--- src/rtl/fibonacci_datapath.sv ---
// Fibonacci datapath: N register, two sequence registers, adder, iteration counter and Stop compare.
// Optional saturating adder with an overflow flag when FIB_SAT_EN is defined.
module fibonacci_datapath #(
  parameter int unsigned WIDTH = 16,
  parameter int unsigned NW    = 8
) (
  input  logic             clock,
  input  logic             reset,
  input  logic             En_reg1,
  input  logic             En_reg2,
  input  logic             En_Count,
  input  logic             En_N,
  input  logic             Select,
  input  logic [NW-1:0]    N_in,
  output logic             Stop,
  output logic [WIDTH-1:0] fib_out,
  output logic [NW-1:0]    count,
  output logic             ovf
);

  logic [WIDTH-1:0] reg1_q, reg1_d;
  logic [WIDTH-1:0] reg2_q, reg2_d;
  logic [NW-1:0]    count_q, count_d;
  logic [NW-1:0]    n_q, n_d;
  logic [WIDTH-1:0] next_sum;
  logic             iterate;

  // Registers only, so the controller sees no combinational loop back through Stop.
  assign Stop    = (count_q >= n_q);
  assign fib_out = reg1_q;
  assign count   = count_q;
  assign iterate = !Select && !Stop;

`ifdef FIB_SAT_EN
  logic [WIDTH:0] sum;
  logic           sum_sat;
  logic           sat2_q, sat2_d;
  logic           ovf_q, ovf_d;

  // A saturated operand (reg2 via sat2, reg1 via ovf) keeps every later sum saturated.
  assign sum      = {1'b0, reg1_q} + {1'b0, reg2_q};
  assign sum_sat  = sum[WIDTH] | sat2_q | ovf_q;
  assign next_sum = sum_sat ? {WIDTH{1'b1}} : sum[WIDTH-1:0];
  assign ovf      = ovf_q;

  always_comb begin
    sat2_d = sat2_q;
    ovf_d  = ovf_q;
    if (Select) begin
      sat2_d = 1'b0;
      ovf_d  = 1'b0;
    end else if (!Stop) begin
      if (En_reg1) ovf_d  = sat2_q;
      if (En_reg2) sat2_d = sum_sat;
    end
  end

  always_ff @(posedge clock or negedge reset) begin
    if (!reset) begin
      sat2_q <= 1'b0;
      ovf_q  <= 1'b0;
    end else begin
      sat2_q <= sat2_d;
      ovf_q  <= ovf_d;
    end
  end
`else
  assign next_sum = reg1_q + reg2_q;
  assign ovf      = 1'b0;
`endif

  always_comb begin
    reg1_d  = reg1_q;
    reg2_d  = reg2_q;
    count_d = count_q;
    n_d     = En_N ? N_in : n_q;
    if (Select) begin
      reg1_d  = '0;
      reg2_d  = WIDTH'(1);
      count_d = '0;
    end else if (iterate) begin
      if (En_reg1)  reg1_d  = reg2_q;
      if (En_reg2)  reg2_d  = next_sum;
      if (En_Count) count_d = count_q + NW'(1);
    end
  end

  always_ff @(posedge clock or negedge reset) begin
    if (!reset) begin
      reg1_q  <= '0;
      reg2_q  <= WIDTH'(1);
      count_q <= '0;
      n_q     <= '0;
    end else begin
      reg1_q  <= reg1_d;
      reg2_q  <= reg2_d;
      count_q <= count_d;
      n_q     <= n_d;
    end
  end

endmodule

--- config.mk ---
export PLATFORM = sky130hd
export DESIGN_NAME = fibonacci_datapath
export DESIGN_NICKNAME = d
export VERILOG_FILES = /design/src/rtl/fibonacci_datapath.sv
export SDC_FILE = /design/constraint.sdc
export NUM_CORES = 1
export LEC_CHECK = 0
export ABC_CLOCK_PERIOD_IN_PS = 2550
export BUFFER_PORTS_ARGS = -buffer_cell sky130_fd_sc_hd__buf_2
export CORE_MARGIN = 4
export CORE_UTILIZATION = 55
export CTS_CLUSTER_SIZE = 16
export DETAILED_ROUTE_END_ITERATION = 8
export GPL_TIMING_DRIVEN = 1
export PLACE_DENSITY = 0.74
export SYNTH_ARGS = -nofsm -noshare
export SYNTH_HDL_FRONTEND = slang
export SYNTH_SLANG_ARGS = --single-unit
--- constraint.sdc ---
create_clock -name clock -period 2.55 [get_ports clock]
set_input_delay 0.51 -clock clock [delete_from_list [all_inputs] [get_ports clock]]
set_output_delay 0.51 -clock clock [all_outputs]
set_load 0.005 [all_outputs]
---- Word-level counts from Yosys, hierarchy flattened ----
Cells that the tools add are included.
storage, ports and cells
  flip-flop bits (word level) ............. 48
  logic and storage cells ................. 26
operators by class
  muxes and demuxes ....................... 9
  add/sub/neg operators ................... 2
  reductions and logical operators ........ 10
  order comparisons ....................... 1
operator list
  operator                                                       number
  16-bit two-way mux                                             6
  8-bit two-way mux                                              3
  16-bit adder                                                   1
  8-bit by 1-bit adder with 8-bit output, second input constant  1
  8-bit >= comparator                                            1
  2-bit nonzero test                                             4
  2-bit AND reduction                                            3
  1-bit logical NOT                                              2
  1-bit logical AND                                              1

---- Longest topological paths before layout ----
Gate-level depths: netlist of run 1.
  word-level depth ........................ 5
  depth in mapped cells ................... 9
  mapped depth without buffers ............ 9

---- Worst setup path after synthesis of run 1 ----
No wires, ideal clock.
  kind .................................... register to register
  start point ............................. register reg1_q[2] (netlist: fib_out[2])
  end point ............................... register reg2_q[15]
  cell stages (with the launch flop) ...... 8
  data arrival time ....................... 2.101 ns
  path buffers ............................ 0
  required time ........................... 2.423 ns
  setup slack ............................. 0.321 ns
  cell sequence ........................... dfrtp_1 -> ha_1 -> a21oi_1 -> a2111o_1 -> a211o_1 -> a21o_1 -> a21oi_2 -> mux2_1
between the ends
  longest elaborated chain between the ends .. 4
RTL lines
  what                      RTL line  text
  start: declaration        21        logic [WIDTH-1:0] reg1_q, reg1_d;
  start signal: assignment  95        reg1_q <= reg1_d;
  16-bit adder              68        assign next_sum = reg1_q + reg2_q;
  16-bit two-way mux        83        if (En_reg2) reg2_d = next_sum;
  16-bit two-way mux        81        end else if (iterate) begin
  16-bit two-way mux        77        if (Select) begin
  end signal: assignment    96        reg2_q <= reg2_d;
  end: declaration          22        logic [WIDTH-1:0] reg2_q, reg2_d;
No other way between the ends. The select of a mux whose other input is x is not followed.
A chain may end at the register's enable or synchronous reset.

---- Final worst setup path of run 1 ----
  start point ............................. register count_q[2] (netlist: count[2])
  end point ............................... output Stop
between the ends
  longest elaborated chain between the ends .. 1
RTL lines
  what                      RTL line  text
  start: declaration        23        logic [NW-1:0] count_q, count_d;
  start signal: assignment  97        count_q <= count_d;
  8-bit >= comparator       29        assign Stop = (count_q >= n_q);
  end: declaration          15        output logic Stop,
No other way between the ends.

==> results.toml, run 1 <==
[status]
status = "finished, final reports clean"

[clock_tree]
cts-root-buf = "clkbuf_8"
clk_latency_ns = 0.30
htree_levels = 2
cts_buffers = 5
clk_pin_slew_ns = 0.09
cts_max_path_buffers = 2
ctsHoldBuffers = 0
cts_tree = "built"
cts_sinks = 48

[critical_path]
crit_required_ns = 2.04
critPathKind = "flip-flop to output port"
reg2reg_setup_slack_ns = 0.14
reg2reg_from = "fib_out[7]"
setup.worst_path.start_class = "flip-flop"
worst_ep_arrival_time_ns = 1.95
rr_endpoint = "reg2_q[13]"
reg2reg_depth = 7
crit_path_end_kind = "output port"
cp_max_fo = 6

[yosys]
synth.area.top_cells = "dfrtp_1 (42%), ha_1 (11%), a22o_1 (5.0%)"
synthFlopType = "dfrtp_1"
ys_ff_latch = 48
synth_nets = 329
synth_cells = 289
synth_edf_count = 0
yosysMostFrequentCell = "dfrtp_1"
ys_warn_count = 0
seq_area_frac_synth_pct = 42.6
netlist_area_mm2 = 0.00282
yosysTopAreaCell = "dfrtp_1"
syn_avg_cell_area_um2 = 9.76
yosys.area.top_type_share_pct = 41.7
synthTopCellsByCount = "dfrtp_1 (47), nand2_1 (28), ha_1 (24)"
ys_types = 53
synthArstFlopShare_pct = 100

[placed_design]
dp_hpwl_um = 4700
place.gp.congestion = 0.879
io_buffers = 39
place_inst = 395

[routing]
drtAntennaViolNets = 0
drc_errors = 0
drt_iter0_drc = 103
wl_per_cell_um = 15.9
drt_wl_total_um = 6450
vias_per_cell = 5.76
vias = 2337
first_pass_iters = 4

[global_routing]
grt.met2_usage_pct = 32.7
grtUsageMet1_pct = 31.3
grt_max_degree = 29
grt_use_met3_pct = 3.50
grt_pass1_vias = 2233
grtUsageTotal_pct = 21.6
grt-ovfl-total = 0
grt_first_pass_wirelength_um = 10800
top_usage_layer = "met2"
antenna_found_initial = 0

[floorplanning]
num_rows = 25
ios = 41
die_h_um = 79.6
initial_core_util_pct = 58.2
die_w_um = 79.6
core_mm2 = 0.00485
dieArea_mm2 = 0.00634

[cells_and_area]
finalNonFillerCells = 406
syn_to_final_growth_pct = 16.9
diodes = 0
drive_gt1_share_pct = 22.1
finish.net_count = 378

[sta]
fin_crit_sh_pct = 96.5
hold_viol = 0
holdWs_ns = 0.233
relSlewSlack_pct = 56.4
drv_slew = 0
worst_pin_slew_ns = 0.654
finalSetupViolCount = 0
fmax_mhz = 406
period_needed_ns = 2.46
fin_worst_skew_ns = 0.00367
timing.setup.tns_ns = 0

[power_and_ir_drop]
switching_power_uw = 373
p_int_uw = 1070
power_density_mw_per_mm2 = 439
p_leak_uw = 0.00169
clkPwrFrac_pct = 32.6
pwr-share-seq_pct = 55.1
ir_drop_v = 0.000297
swShare_pct = 25.8
combPwrFrac_pct = 12.3

[worst_hold_path]
holdCritPathClass = "input pin to async pin"

[flow_run]
maxCapViolations = 0
[cell families (layout without fill, tap and decap cells)]
| kind of cell | Yosys count | after routing | synth area share (%) |
|---|---|---|---|
| mux | 3 | 3 | 1.15 |
| other cells | 1 | 1 | 0.133 |
| fa+ha+maj | 25 | 25 | 11.4 |
| xor+xnor | 12 | 12 | 3.73 |
| flops | 48 | 48 | 42.6 |
| simple gates | 93 | 93 | 16.8 |
| buf+inv | 25 | 75 | 3.81 |
| compound gates | 82 | 82 | 20.4 |
[per-stage QoR]
step | worst slack, ns | power [uW] | instance area [um^2] | util (%)
after floorplan | 0.321 | 906 | 2820 | -
after global placement | 0.193 | 973 | 3130 | 64.5
after detailed placement | 0.165 | 979 | 3130 | 64.5
after CTS | 0.0186 | 1450 | 3240 | 66.8
after global routing | -0.00348 | 1520 | 3300 | 68.0
final | 0.0898 | 1450 | 3300 | 68.0
[registers in the layout, summed over array words and instances, names as in the netlist]
| signal | flops |
|---|---|
| n_q | 8 |
| fib_out | 16 |
| reg2_q | 16 |
| count | 8 |
[routing by layer]
| metal | share of wire, % | vias to the layer above | wire length (um) |
|---|---|---|---|
| met1 | 50 | 1109 | 3200 |
| met2 | 45 | 73 | 2900 |
| li1 | - | 1145 | - |
| met3 | 4.2 | 10 | 271 |
| met5 | 0 | - | 0 |
| met4 | 1.3 | 0 | 83 |
[critical path, stage by stage, from the launching register on]
cell	delay, ns
dfrtp_2	0.45
ha_1	0.33
a211o_1	0.31
a31oi_2	0.20
o21a_1	0.18
inv_1	0.06
buf_2	0.12
[cells in the final DEF, fill, tap and decap left out, drive strengths merged, types with 3 or more instances in the layout]
cell type,count
a21o,7
and3,5
nand4,6
nand3b,8
a211oi,3
buf,53
ha,24
nand2,28
nor2b,3
o21a,3
inv,14
nor2,19
a22o,16
dfrtp,47
or3,3
clkbuf,7
nand3,9
xor2,10
o211ai,4
a21oi,20
o21ai,14
[power by group through the flow]
stage	sequential [uW]	clock (uW)	combinational, uW
floorplan	812	0	93.5
global placement	811	0	162
detailed placement	813	0	167
CTS	798	486	169
global route	801	520	203
finish	797	472	178
[what timing repair did]
action | in CTS | in global routing
pin swaps | 0 | 4
setup buffers | 1 | 2
cloned | 0 | 0
setup endpoints to repair | 1 | 12
gates resized for setup | 1 | 8
[final cells by class]
| type | instances | area (um^2) |
|---|---|---|
| fill | 405 | 1550 |
| clock buffer | 7 | 86.3 |
| timing repair buffer | 53 | 300 |
| sequential | 48 | 1200 |
| multi-input combinational | 216 | 1560 |
| tap | 67 | 83.8 |
| inverter | 14 | 52.6 |
| clock inverter | 1 | 7.51 |
[how the worst max path moves through the flow]
| stage | endpoint | depth (start not counted) | slack, ns | from |
|---|---|---|---|---|
| 2_1_floorplan | reg2_q[15] | 7 | 0.32 | fib_out[2] |
| 3_3_place_gp | reg2_q[15] | 7 | 0.19 | reg2_q[7] |
| 3_5_place_dp | fib_out[12] | 7 | 0.16 | count[6] |
| 4_1_cts | Stop | 6 | 0.02 | count[7] |
| 5_1_grt | Stop | 6 | -0.003 | count[2] |
| 6_report | Stop | 6 | 0.09 | count[2] |
Note: power is estimated with default switching activity, not from simulation.
==> run 2: changes to the inputs <==
--- a/config.mk
+++ b/config.mk
@@ -12,7 +12,9 @@
 export CTS_CLUSTER_SIZE = 16
 export DETAILED_ROUTE_END_ITERATION = 8
 export GPL_TIMING_DRIVEN = 1
+export HOLD_SLACK_MARGIN = 0.02
 export PLACE_DENSITY = 0.74
+export RECOVER_POWER = 100
 export SYNTH_ARGS = -nofsm -noshare
 export SYNTH_HDL_FRONTEND = slang
 export SYNTH_SLANG_ARGS = --single-unit
==> run 2 against run 1 <==
The flow now finishes with violations (max-capacitance violations, max-slew violations). Core utilization decreased by 0.65 points. Global-route usage unchanged. Sequential power about the same. Power decreased by 0.29%. Fmax about the same. Clock power about the same. Sequential share of layout area increased by 0.35 points. Die area unchanged. Non-clock buffer count unchanged. Final cell count unchanged. Largest cell class unchanged. Largest power group unchanged.
==> results.toml, run 2 (synthesis results as in run 1) <==
[status]
status = "finished with violations"
violations = "max-capacitance violations, max-slew violations"

[critical_path]
crit_chain = "ha_1 -> a211o_1 -> a31oi_2 -> o21a_1 -> inv_1 -> buf_2"
reg2reg_setup_slack_ns = 0.15
reg2reg_from = "reg2_q[7]"
reg2reg_depth = 7
worst_ep_arrival_time_ns = 1.95
rr_endpoint = "reg2_q[15]"
max_stage_delay_ns = 0.45
crit_required_ns = 2.04
critPathKind = "flip-flop to output port"
crit_path_end_kind = "output port"
setup.worst_path.start_class = "flip-flop"
cpMaxStageDelayCell = "dfrtp_2"
cp_max_fo = 6
crit_start = "count[2]"

[cells_and_area]
final_area_mm2 = 0.00327
drive_gt1_share_pct = 17.7
syn_to_final_growth_pct = 15.8
fillers = 411
diodes = 0
final_common_cell = "dfrtp_1"
most-common-layout-cells = "dfrtp_1 (45), nand2_1 (28), buf_2 (28)"
finalNonFillerCells = 406
finish.net_count = 378

[worst_hold_path]
worstHoldPathCells = 3
hp-start = "N_in[5]"
min_to = "n_q[5]"
holdCritPathClass = "input pin to flip-flop"

[sta]
fin_worst_skew_ns = 0.00511
finalSetupViolCount = 0
hold_viol = 0
timing.setup.tns_ns = 0
fmax_mhz = 407
drv_slew = 29
relSlewSlack_pct = -4.35
period_needed_ns = 2.46
holdWs_ns = 0.412
worst_pin_slew_ns = 1.57
fin_crit_sh_pct = 96.4

[power_and_ir_drop]
pwr-share-seq_pct = 55.3
clkPwrFrac_pct = 32.7
p_int_uw = 1070
swShare_pct = 25.9
ir_drop_v = 0.000295
power_density_mw_per_mm2 = 442
p_leak_uw = 0.00163
switching_power_uw = 373
combPwrFrac_pct = 12.0

[global_routing]
grt_pass1_vias = 2233
grt-ovfl-total = 0
antenna_found_initial = 0
grt_max_degree = 29
grtUsageTotal_pct = 21.6
grt_first_pass_wirelength_um = 10800

[floorplanning]
initial_core_util_pct = 58.2
core_mm2 = 0.00485
ios = 41
die_h_um = 79.6
num_rows = 25
dieArea_mm2 = 0.00634
die_w_um = 79.6

[placed_design]
placed_area_mm2 = 0.00313
io_buffers = 39
place_inst = 395
place.gp.congestion = 0.879
dp_hpwl_um = 4700

[routing]
first_pass_iters = 4
drt_wl_total_um = 6430
drt_iter0_drc = 126
drtAntennaViolNets = 0
vias = 2317
drc_errors = 0
wl_per_cell_um = 15.8
vias_per_cell = 5.71

[clock_tree]
cts_tree = "built"
cts_buffers = 5
cts-root-buf = "clkbuf_8"
cts_sinks = 48
htree_levels = 2
clk_pin_slew_ns = 0.09
cts_max_path_buffers = 2
clk_latency_ns = 0.30

[flow_run]
maxCapViolations = 1
[run 2: stage by stage]
| stage | worst slack (ns) | power (uW) | util, % |
|---|---|---|---|
| 2_1_floorplan | 0.321 | 906 | - |
| 3_3_place_gp | 0.193 | 973 | 64.5 |
| 3_5_place_dp | 0.165 | 979 | 64.5 |
| 4_1_cts | 0.0186 | 1450 | 66.8 |
| 5_1_grt | -0.00348 | 1520 | 67.4 |
| 6_report | 0.0913 | 1440 | 67.4 |
[run 2: layout make-up]
type	count	area, um^2	area share, %
well taps	67	83.8	2.57
clock buffers	7	86.3	2.64
flip-flops and latches	48	1200	36.9
repair buffers	53	269	8.24
inverters	14	52.6	1.61
multi-input cells	216	1560	47.8
clock inverters	1	7.51	0.230
[run 2: worst max path at each step]
stage / to / slack (ns) / cells after the start
finish: Stop / 0.09 / 6
CTS: Stop / 0.02 / 6
detailed placement: fib_out[12] / 0.16 / 7
floorplan: reg2_q[15] / 0.32 / 7
global placement: reg2_q[15] / 0.19 / 7
global route: Stop / -0.003 / 6
[run 2: power by group through the flow]
stage | registers [uW] | clock network (uW) | logic [uW]
floorplan | 812 | 0 | 93.5
global placement | 811 | 0 | 162
detailed placement | 813 | 0 | 167
CTS | 798 | 486 | 169
global route | 801 | 520 | 199
finish | 798 | 473 | 173
[run 2: worst max-delay path: cells and delay by family, from the launching register on]
kind / cells / cell delay, ns
DFF: 1 / 0.45
adders and majority gates: 1 / 0.33
buffers and inverters: 2 / 0.18
AOI/OAI and AO/OA: 3 / 0.69
[run 2: metal layers]
layer | part of all wire (%) | up-vias | GRT usage, %
met5 | 0 | - | 0
met4 | 1.5 | 0 | 7.39
met3 | 4.3 | 11 | 3.50
met2 | 45 | 59 | 32.7
met1 | 49 | 1099 | 31.3
li1 | - | 1148 | -
[run 2: timing repair]
item / 4_1_cts / 5_1_grt
cloned: 0 / 0
hold buffers: 0 / 0
endpoints found under the setup margin: 1 / 12
buffers inserted: 1 / 2
gates resized for setup: 1 / 8
hold endpoints to repair: 0 / 0
pin swaps: 0 / 4
==> run 3: changes to the inputs <==
--- a/config.mk
+++ b/config.mk
@@ -8,12 +8,12 @@
 export ABC_CLOCK_PERIOD_IN_PS = 2550
 export BUFFER_PORTS_ARGS = -buffer_cell sky130_fd_sc_hd__buf_2
 export CORE_MARGIN = 4
-export CORE_UTILIZATION = 55
+export CORE_UTILIZATION = 32
 export CTS_CLUSTER_SIZE = 16
 export DETAILED_ROUTE_END_ITERATION = 8
 export GPL_TIMING_DRIVEN = 1
 export HOLD_SLACK_MARGIN = 0.02
-export PLACE_DENSITY = 0.74
+export PLACE_DENSITY = 0.47
 export RECOVER_POWER = 100
 export SYNTH_ARGS = -nofsm -noshare
 export SYNTH_HDL_FRONTEND = slang
==> run 3 against run 2 <==
The run now ends clean. Sequential power barely moved. Sequential share of layout area fell by 1.3 points. First-iteration DRC count fell by 48%. Non-clock buffer count rose by 2. Clock-buffer cell count fell by 2. Fmax rose by 1.6%. Flip-flop and latch count did not move. Critical path type is now flip-flop to flip-flop. Critical endpoint is now reg2_q[15].
==> results.toml, run 3 (synthesis results as in run 1) <==
[critical_path]
crit_required_ns = 2.74
cp_max_fo = 7
rr_endpoint = "reg2_q[15]"
critPathKind = "flip-flop to flip-flop"
reg2reg_setup_slack_ns = 0.13
worst_ep_arrival_time_ns = 2.61
crit_path_end_kind = "flip-flop"
reg2reg_depth = 7
setup.worst_path.start_class = "flip-flop"
reg2reg_from = "reg2_q[7]"

[power_and_ir_drop]
combPwrFrac_pct = 11.7
p_int_uw = 1150
swShare_pct = 26.1
power_density_mw_per_mm2 = 459
switching_power_uw = 407
clkPwrFrac_pct = 36.9
p_leak_uw = 0.00167
ir_drop_v = 0.000201
pwr-share-seq_pct = 51.4

[status]
status = "finished, final reports clean"

[clock_tree]
clk_pin_slew_ns = 0.10
clk_latency_ns = 0.30
cts-root-buf = "clkbuf_8"
cts_tree = "built"
cts_max_path_buffers = 2
ctsHoldBuffers = 0
cts_buffers = 5
htree_levels = 2
cts_sinks = 48

[sta]
fmax_mhz = 413
worst_pin_slew_ns = 1.22
fin_crit_sh_pct = 94.9
timing.setup.tns_ns = 0
relSlewSlack_pct = 18.9
finalSetupViolCount = 0
fin_ws_ns = 0.129
fin_worst_skew_ns = 0.00542
drv_slew = 0
period_needed_ns = 2.42
rsz0062_at_grt = "false"
hold_viol = 0

[cells_and_area]
drive_gt1_share_pct = 19.1
fillers = 875
regArea_mm2 = 0.00120
syn_to_final_growth_pct = 20.1
final_common_cell = "dfrtp_1"
most-common-layout-cells = "dfrtp_1 (45), buf_2 (29), nand2_1 (28)"
final_area_mm2 = 0.00339
multi_input_area_mm2 = 0.00158
diodes = 0
finish.net_count = 380

[placed_design]
io_buffers = 39
placed_area_mm2 = 0.00319
dp_worst_setup_slack_ns = 0.157
place.gp.congestion = 0.747
dp_hpwl_um = 5030

[floorplanning]
num_rows = 33
dieArea_mm2 = 0.0104
ios = 41
die_h_um = 102
initial_core_util_pct = 33.6
die_w_um = 102
core_mm2 = 0.00838

[routing]
vias_per_cell = 5.19
met1_length_um = 3500
drt_iter0_drc = 65
wl_met2_um = 3190
dr.max_layer_used = "met4"
drc_errors = 0
first_pass_iters = 4
vias = 2313
met3_length_um = 323
drt_wl_total_um = 7100
drtAntennaViolNets = 0
wl_per_cell_um = 15.9

[worst_hold_path]
hp-start = "N_in[1]"
worstHoldPathCells = 3
holdCritPathClass = "input pin to flip-flop"
min_to = "n_q[1]"

[global_routing]
grtUsageTotal_pct = 14.6
grt_pass1_vias = 2331
grt_first_pass_wirelength_um = 11900
grt-ovfl-total = 0
grt_max_degree = 36
antenna_found_initial = 0

[flow_run]
maxCapViolations = 0
run 3: worst max path at each step:
stage | from | to | slack, ns | depth (start not counted)
final | reg2_q[7] | reg2_q[15] | 0.13 | 7
after global routing | fib_out[2] | reg2_q[15] | 0.003 | 7
after CTS | count[5] | Stop | 0.003 | 6
after detailed placement | fib_out[2] | reg2_q[15] | 0.16 | 7
after global placement | fib_out[2] | reg2_q[15] | 0.16 | 7
after floorplan | fib_out[2] | reg2_q[15] | 0.32 | 7
run 3: critical path, stage by stage (launching register included):
cell,delay [ns]
dfrtp_1,0.43
ha_1,0.44
inv_2,0.05
a2111o_1,0.45
a211o_1,0.31
a21o_1,0.17
a21oi_2,0.13
mux2_1,0.34
run 3: through the flow:
| stage | utilization, % | power (uW) | hold WS [ns] | cells |
|---|---|---|---|---|
| 2_1_floorplan | - | 906 | 0.214 | 289 |
| 4_1_cts | 39.5 | 1580 | 0.201 | 440 |
| 5_1_grt | 40.4 | 1640 | 0.405 | 446 |
| 6_report | 40.4 | 1560 | 0.404 | 446 |
| 3_5_place_dp | 38.1 | 987 | 0.497 | 432 |
| 3_3_place_gp | 38.1 | 988 | 0.486 | 432 |
run 3: layer usage:
metal  up-vias  global-route usage (%)
li1       1155                       -
met1      1108                    21.0
met2        43                    22.6
met3         7                    2.66
met4         0                    4.04
met5         -                       0
run 3: area by class of cell:
type | count | area share [%]
Tap cell | 105 | 3.88
Inverter | 14 | 1.55
Multi-Input combinational cell | 216 | 46.8
Sequential cell | 48 | 35.6
Clock inverter | 3 | 1.40
Clock buffer | 5 | 2.03
Timing Repair Buffer | 55 | 8.83
run 3: power by group through the flow:
stage | Combinational, uW | Sequential [uW] | Clock [uW]
2_1_floorplan | 93.5 | 812 | 0
3_3_place_gp | 173 | 815 | 0
3_5_place_dp | 173 | 814 | 0
4_1_cts | 178 | 800 | 599
5_1_grt | 212 | 802 | 628
6_report | 182 | 800 | 574
run 3: repair_timing:
item | in CTS | in global routing
pin swaps | 1 | 2
gates resized for setup | 1 | 11
setup endpoints to repair | 1 | 2
buffers inserted | 0 | 6
hold endpoints to repair | 0 | 0
